===== config.mk =====
export PLATFORM = sky130hd
export DESIGN_NAME = comma_frame_tx
export DESIGN_NICKNAME = d
export VERILOG_FILES = /design/src/rtl/comma_frame_tx.sv
export SDC_FILE = /design/constraint.sdc
export NUM_CORES = 1
export LEC_CHECK = 0
export ABC_CLOCK_PERIOD_IN_PS = 1700
export CAP_MARGIN = 30
export CORE_MARGIN = 2
export CORE_UTILIZATION = 30
export CTS_CLUSTER_SIZE = 12
export DETAILED_ROUTE_END_ITERATION = 6
export PLACE_DENSITY = 0.46
export SYNTH_ARGS = -nofsm -noshare
export SYNTH_HDL_FRONTEND = slang
export SYNTH_SLANG_ARGS = --single-unit

===== constraint.sdc =====
create_clock -name clk -period 1.7 [get_ports clk]
set_input_delay 0.425 -clock clk [delete_from_list [all_inputs] [get_ports clk]]
set_output_delay 0.425 -clock clk [all_outputs]
set_load 0.005 [all_outputs]

===== src/rtl/comma_frame_tx.sv =====
// Serial comma framer: sends comma 101, then the payload LSB-first with zero-stuffing so 101 never
// appears outside a comma. Optional even-parity bit appended when COMMA_PARITY_EN is defined.
module comma_frame_tx #(
    parameter int WORD_SIZE = 16,
    parameter int CNT_SIZE  = 5
) (
    input  logic                 clk,
    input  logic                 reset,
    input  logic [WORD_SIZE-1:0] data_in,
    input  logic                 load,
    output logic                 busy,
    output logic                 serial_out,
    output logic                 done,
    output logic                 stuff
);

    localparam logic [2:0] ST_IDLE   = 3'd0;
    localparam logic [2:0] ST_COMMA  = 3'd1;
    localparam logic [2:0] ST_DATA   = 3'd2;
`ifdef COMMA_PARITY_EN
    localparam logic [2:0] ST_PARITY = 3'd3;
`endif
    localparam logic [2:0] ST_GAP    = 3'd4;

    localparam logic [CNT_SIZE-1:0] LAST_CNT = CNT_SIZE'(WORD_SIZE - 1);

    logic [2:0]           state_q, state_d;
    logic [WORD_SIZE-1:0] shreg_q, shreg_d;
    logic [CNT_SIZE-1:0]  cnt_q, cnt_d;
    logic [1:0]           sub_q, sub_d;
    logic [1:0]           hist_q, hist_d;
    logic                 serial_q, serial_d;
    logic                 busy_q, busy_d;
    logic                 done_q, done_d;
    logic                 stuff_q, stuff_d;
`ifdef COMMA_PARITY_EN
    logic                 parity_q, parity_d;
`endif

    assign busy       = busy_q;
    assign serial_out = serial_q;
    assign done       = done_q;
    assign stuff      = stuff_q;

    // hist_q is {older, newer} of the last two line bits; "10" means a 1 next would form 101.
    always_comb begin
        state_d  = state_q;
        shreg_d  = shreg_q;
        cnt_d    = cnt_q;
        sub_d    = sub_q;
        hist_d   = hist_q;
        busy_d   = busy_q;
        serial_d = 1'b0;
        done_d   = 1'b0;
        stuff_d  = 1'b0;
`ifdef COMMA_PARITY_EN
        parity_d = parity_q;
`endif
        case (state_q)
            ST_IDLE: begin
                busy_d = 1'b0;
                if (load) begin
                    shreg_d = data_in;
                    cnt_d   = '0;
                    sub_d   = 2'd0;
                    busy_d  = 1'b1;
                    state_d = ST_COMMA;
`ifdef COMMA_PARITY_EN
                    parity_d = 1'b0;
`endif
                end
            end
            ST_COMMA: begin
                busy_d   = 1'b1;
                serial_d = (sub_q != 2'd1);
                hist_d   = {hist_q[0], serial_d};
                sub_d    = sub_q + 2'd1;
                if (sub_q == 2'd2) begin
                    state_d = ST_DATA;
                end
            end
            ST_DATA: begin
                busy_d = 1'b1;
                if (hist_q == 2'b10) begin
                    stuff_d = 1'b1;
                    hist_d  = {hist_q[0], 1'b0};
                end else begin
                    serial_d = shreg_q[0];
                    hist_d   = {hist_q[0], shreg_q[0]};
                    shreg_d  = shreg_q >> 1;
                    cnt_d    = cnt_q + CNT_SIZE'(1);
`ifdef COMMA_PARITY_EN
                    parity_d = parity_q ^ shreg_q[0];
                    if (cnt_q == LAST_CNT) begin
                        state_d = ST_PARITY;
                    end
`else
                    if (cnt_q == LAST_CNT) begin
                        done_d  = 1'b1;
                        sub_d   = 2'd0;
                        state_d = ST_GAP;
                    end
`endif
                end
            end
`ifdef COMMA_PARITY_EN
            ST_PARITY: begin
                busy_d = 1'b1;
                if (hist_q == 2'b10) begin
                    stuff_d = 1'b1;
                    hist_d  = {hist_q[0], 1'b0};
                end else begin
                    serial_d = parity_q;
                    hist_d   = {hist_q[0], parity_q};
                    done_d   = 1'b1;
                    sub_d    = 2'd0;
                    state_d  = ST_GAP;
                end
            end
`endif
            ST_GAP: begin
                // Two guard zeros keep a trailing 1 or 10 from joining the next comma.
                busy_d = 1'b1;
                hist_d = {hist_q[0], 1'b0};
                sub_d  = sub_q + 2'd1;
                if (sub_q == 2'd1) begin
                    state_d = ST_IDLE;
                end
            end
            default: begin
                busy_d  = 1'b0;
                state_d = ST_IDLE;
            end
        endcase
    end

    always_ff @(posedge clk) begin
        if (reset) begin
            state_q  <= ST_IDLE;
            shreg_q  <= '0;
            cnt_q    <= '0;
            sub_q    <= 2'd0;
            hist_q   <= 2'b00;
            serial_q <= 1'b0;
            busy_q   <= 1'b0;
            done_q   <= 1'b0;
            stuff_q  <= 1'b0;
`ifdef COMMA_PARITY_EN
            parity_q <= 1'b0;
`endif
        end else begin
            state_q  <= state_d;
            shreg_q  <= shreg_d;
            cnt_q    <= cnt_d;
            sub_q    <= sub_d;
            hist_q   <= hist_d;
            serial_q <= serial_d;
            busy_q   <= busy_d;
            done_q   <= done_d;
            stuff_q  <= stuff_d;
`ifdef COMMA_PARITY_EN
            parity_q <= parity_d;
`endif
        end
    end

endmodule

==> results.json <==
{
  "first_iter_violations": 63,
  "multiInputGateArea_um2": 879.6,
  "nets": 251,
  "synth_top_area_frac": 0.3963,
  "worstPathMaxFanout": 3,
  "synth.area.top_cells": "dfxtp_1, a311oi_2, nand2_1",
  "grt-ovfl-total": 0,
  "clk_path_buf_depth": 2,
  "clock.fmax_mhz": 612.8,
  "placement_rows": 26,
  "top_usage_layer": "met2",
  "intPower_mw": 1.493,
  "clock_power_share": 0.283,
  "synthArstFlopShare": 0,
  "ys_warn_count": 0,
  "final_util": 0.4323,
  "regArea_um2": 651.9,
  "fin_ws_ps": 68.20,
  "crit_required_ps": 1900,
  "htree_levels": 2,
  "initial_core_util": 0.3145,
  "synth.ff_latch_count": 32,
  "outcome": "finished, final reports clean",
  "max_slew.worst_pin.slew_ps": 394.6,
  "finalCriticalPeriod_ps": 1632,
  "drive_gt1_frac": 0.2620,
  "io_buffers": 22,
  "hold_class": "flip-flop to flip-flop",
  "powerDensity_nw_per_um2": 949.3,
  "vdd_drop_max_mv": 0.3588,
  "die_h_um": 77.41,
  "rsz0062_at_grt": "no",
  "clk_pin_slew_ps": 70,
  "viasPerCell": 5.043,
  "root_buffer": "clkbuf_8",
  "dp_slack_ps": -360.9,
  "dieArea_um2": 5992,
  "holdCritStartpoint": "cnt_q[3]",
  "setup_viol": 0,
  "vias": 1508,
  "antenna_found_initial": 0,
  "ys_types": 43,
  "fin_hold_ws_ps": 487.3,
  "cts_tree": "done",
  "cts_sinks": 32,
  "sw_frac_of_total": 0.2923,
  "wl_per_cell_um": 14.02,
  "r2r_start": "cnt_q[1]",
  "coreArea_um2": 5140,
  "postSynthCellCount": 184,
  "use_met3": 0.03953,
  "wirelength_um": 4192,
  "die_w_um": 77.41,
  "clk_latency_ps": 280,
  "grt_max_degree": 18,
  "met1_usage": 0.1938,
  "drt-pass1-iter-count": 5,
  "holdPathEnd": "cnt_q[3]",
  "hold_violations": 0,
  "seqPwrFrac": 0.424,
  "worst_setup_path_start_kind": "flip-flop",
  "gp_congestion": 0.8112,
  "fillers": 551,
  "grt_use_total": 0.1552,
  "clock_skew_ps": 6.980,
  "cts_made_buffers": 5,
  "rrSetupSlack_ps": 70,
  "grt_pass1_vias": 1551,
  "grt_pass1_wl_um": 7396,
  "synthFlopType": "dfxtp_1",
  "met2_usage": 0.2609,
  "synth_area_um2": 1617,
  "p_leak_nw": 0.8644,
  "hold_buffers": 0,
  "max_cap_viol_count": 0,
  "comb_power_share": 0.293,
  "final.period_utilization": 0.9599,
  "diodes": 0,
  "ios": 23,
  "arrival_ps": 1840,
  "final_max_slew_viol_count": 0,
  "synth_edf_count": 0,
  "seq_area_frac_synth": 0.3963,
  "critPathCaptureType": "flip-flop",
  "syn2layout_area_growth_pct": 37.46,
  "syn-num-nets": 207,
  "avgSynthCellArea_um2": 8.786,
  "crit_type": "flip-flop to flip-flop",
  "postRouteAntennaNets": 0,
  "switchingPower_mw": 0.6166,
  "r2r_cells": 6,
  "post-dp-hpwl_um": 2767,
  "rr_endpoint": "state_q[1]",
  "synth_top_cell_by_area": "dfxtp_1",
  "min_path_cells": 2,
  "post-route-drc-count": 0,
  "slew_headroom": 0.7364,
  "p_total_mw": 2.109
}
==> sequential cells by signal, summed over array words and instances (netlist names) <==
name	count
shreg_q	16
cnt_q	5
done	1
sub_q	2
state_q	3
busy	1
stuff	1
hist_q	2
serial_out	1
==> cells in the mapped netlist (4+ instances only) <==
cell type,number
clkbuf_1,6
nand2_1,36
buf_2,4
dfxtp_1,32
nor3_1,4
ha_1,4
nor2_1,30
a21oi_1,6
a311oi_2,14
inv_1,6
==> worst max-delay path by stage <==
stage,from,end,slack (ps),cells after the start
2_1_floorplan,state_q[1],shreg_q[3],230,6
3_3_place_gp,load,shreg_q[0],-330,6
3_5_place_dp,load,shreg_q[1],-360,6
4_1_cts,hist_q[1],cnt_q[3],10,6
5_1_grt,cnt_q[1],state_q[2],3,6
6_report,cnt_q[1],state_q[1],70,6
==> worst max-delay path, stage by stage, from the launching register on <==
cell and delay [ps]:
dfxtp_1 360, ha_2 210, and3_1 180, ha_1 200, nor2_1 70, or3_1 400, o21ai_1 150
==> per-stage QoR <==
stage / setup TNS [ps] / instances / cell area (µm²)
floorplan: 0 / 184 / 1617
global placement: -6645 / 279 / 1984
detailed placement: -7380 / 279 / 1984
CTS: 0 / 298 / 2207
global route: 0 / 299 / 2222
finish: 0 / 299 / 2222
==> cell type report <==
class,instances,share of cell area
multi-input cells,132,0.3958
flip-flops and latches,32,0.2934
repair buffers,51,0.2207
clock buffers,8,0.04054
well taps,70,0.03941
inverters,6,0.01014
==> what timing repair did <==
action | in CTS | in global routing
gates cloned | 1 | 0
gates resized for setup | 9 | 3
buffers inserted | 12 | 1
pin swaps | 1 | 2
endpoints found under the setup margin | 17 | 15
==> per-layer routing <==
metal | vias to the layer above | share of wire
li1 | 743 | -
met1 | 727 | 0.45
met2 | 31 | 0.49
met3 | 7 | 0.049
met4 | 0 | 0.012
met5 | - | 0
==> cell families (layout without fill, tap and decap cells) <==
kind of cell	count (synthesis)	after routing	share of synthesized area
AO/OA/AOI/OAI	37	37	0.2430
XOR/XNOR	1	1	0.005419
adder cells (fa/ha/maj)	4	4	0.03096
buffers and inverters	20	65	0.06346
flip-flops	32	32	0.3963
multiplexers	2	2	0.01238
AND/OR/NAND/NOR	88	88	0.2485
==> cell usage in the layout, fill, tap and decap left out, types with 3 or more instances in the layout <==
cell / count
a21oi_1: 6
nor2_1: 30
a311oi_2: 14
dfxtp_2: 3
inv_1: 6
dfxtp_1: 27
ha_1: 3
buf_4: 25
nor3_1: 4
nand2_1: 36
clkdlybuf4s50_1: 21
clkbuf_8: 6
==> power by group through the flow <==
stage | Combinational (mW) | Sequential [mW] | Clock [mW]
after floorplan | 0.353 | 0.886 | 0
after global placement | 0.502 | 0.906 | 0
after detailed placement | 0.513 | 0.907 | 0
after CTS | 0.612 | 0.893 | 0.621
after global routing | 0.678 | 0.906 | 0.670
final | 0.617 | 0.895 | 0.598
No activity file was read; power rests on OpenSTA's default activity.
==> edit: new RTL, config.mk and constraints unchanged <==
Register the output `busy` once more; this adds one clock of latency there. The other outputs are not delayed to match.
--- a/src/rtl/comma_frame_tx.sv
+++ b/src/rtl/comma_frame_tx.sv
@@ -37,7 +37,9 @@
     logic                 parity_q, parity_d;
 `endif
 
-    assign busy       = busy_q;
+    always_ff @(posedge clk) begin
+        busy <= busy_q;
+    end
     assign serial_out = serial_q;
     assign done       = done_q;
     assign stuff      = stuff_q;
Behaviour: not the same (a bounded check fails within 4 cycles, from zero or initial values and one cycle with reset high).
==> edit against the original RTL <==
Sequential cell count up 1; setup slack worse by 0.029 ns; sequential share of layout area up 1.2 points; highest routed layer unchanged; final area down 2.4%; synthesized area up 4.6%; global-route usage up 0.12 points; routed wire length up 10%.
Power is not compared: it rests on default switching activity, and its combinational part moved more than twofold at a synthesized area within 25%.
==> edit: results (changes against the original RTL) <==
Global routing
  • Met1 usage: 0.192 (-0.00132)
  • Pin count of the biggest net entering global routing: 19 (+1)
  • Gr usage total: 0.156 (+0.00125)
  • Vias in the first global route: 1616 (+4.2%)
  • Met3 GRT Util: 0.0545 (+0.0150)
  • Met2 Track Usage GR: 0.253 (-0.00748)
  • GRT overflow: 0 (unchanged)
  • Global-route wire length before repair: 7650 µm (+3.4%)

CTS
  • Root cell of the clock tree: clkbuf_8
  • Max Root-Sink Buffers: 2 (unchanged)
  • Cts bufs inserted: 5 (unchanged)

STA
  • Final worst path period share: 0.977 (+0.0168)
  • Rel. slew slack: 0.699 (-0.0379)
  • Skew final: 0.00630 ns (-0.000677 ns)
  • Fin Hold WS: 0.328 ns (-0.159 ns)
  • Hold Fails Final Rpt: 0 (unchanged)

Critical path
  • CP max stage delay: 0.52 ns (+0.12 ns)
  • Worst reg2reg path depth: 5 (-1)
  • CP endpoint: cnt_q[4]
  • Top cell family by delay on the critical path: simple AND/OR/NAND/NOR gates
  • CP arrival: 1.89 ns (+0.05 ns)
  • Crit Path Max Fanout: 2 (-1)
  • Crit path from: cnt_q[0]
  • CP max stage cell: or4_4

Place
  • DP HPWL: 3210 µm (+16%)
  • PortBufs: 22 (unchanged)
  • Inst Count DP: 285 (+2.2%)
  • Pre-CTS setup slack: -0.264 ns (+0.0971 ns)
  • Placer Congestion: 0.802 (-1.2%)
  • Placed cell area: 0.00200 mm² (+0.95%)

Synthesis
  • Post-synthesis net count: 219 (+5.8%)
  • Register area share after synthesis: 0.391 (-0.00546)
  • Top cells by count, synth: dfxtp_1 (33), nand2_1 (32), a31oi_1 (16)
  • Netlist cell types: 42 (-2.3%)
  • Mux cell area share after synthesis: 0.0178 (+0.00538)
  • Area share of fa/ha/maj cells after synthesis: 0.0296 (-0.00135)
  • Post-synthesis compound-gate area fraction: 0.221 (-0.0225)
  • Avg Inst Size Synth: 8.62 µm² (-1.8%)
  • Post-Synth XOR/XNOR Area: 0.00518 (-0.000237)

Worst hold path
  • Hold Crit Endpoint: busy
  • HP Start: busy_q
  • Hold path depth: 0 (-2)

Layout
  • Largest registers: shreg_q x16, cnt_q x5, state_q x3
  • Final layout net count: 244 (-2.8%)
  • Proportion of layout cells with a drive suffix above 1: 0.158 (-0.104)
  • Area of the multi-input gates: 898 µm² (+2.1%)
  • Fillers: 568 (+3.1%)

Route
  • DRT iter0 DRCs: 91 (+44%)
  • Detailed Routing Iterations Pass 1: 4 (-1)
  • Via density: 5.39 (+6.8%)
  • Drt wl/cell: 15.7 µm (+12%)
  • Met3 Wirelength: 196 µm (-4.4%)
  • Post-route met1 wirelength: 2110 µm (+11%)
  • Met2 wire length: 2270 µm (+11%)
  • Post-Route WL: 4620 µm (+10%)

Status
  • Status: completed
==> edit: changes by cell type in the layout (fill, tap and decap cells not counted), moves of 3 or more <==
cell,delta
o31ai_1,+6
a311oi_2,-14
nand2b_1,+3
buf_4,-11
a311oi_1,+14
nand3b_1,+3
or3b_2,+3
nand2_1,-4
a31oi_1,+16
nand3_1,+3
nor2_1,-21
dfxtp_1,+5
==> edit: logic make-up after synthesis <==
| logic type | count (synthesis) |
|---|---|
| multiplexers | 3 |
| AND/OR/NAND/NOR | 78 |
| XOR/XNOR | 1 |
| AO/OA/AOI/OAI | 52 |
| flip-flops | 33 |
| buffers and inverters | 25 |
| adder cells (fa/ha/maj) | 4 |
==> edit: final cells by class <==
type	instances	share of cell area
multi-input combinational	138	0.414
sequential	33	0.305
timing repair buffer	38	0.168
tap	72	0.0415
clock buffer	5	0.0317
clock inverter	3	0.0300
inverter	5	0.00866
==> edit: repair_timing <==
action,CTS,global route
setup buffers,0,1
resized for setup,0,4
setup endpoints to repair,0,18
hold endpoints to repair,0,0
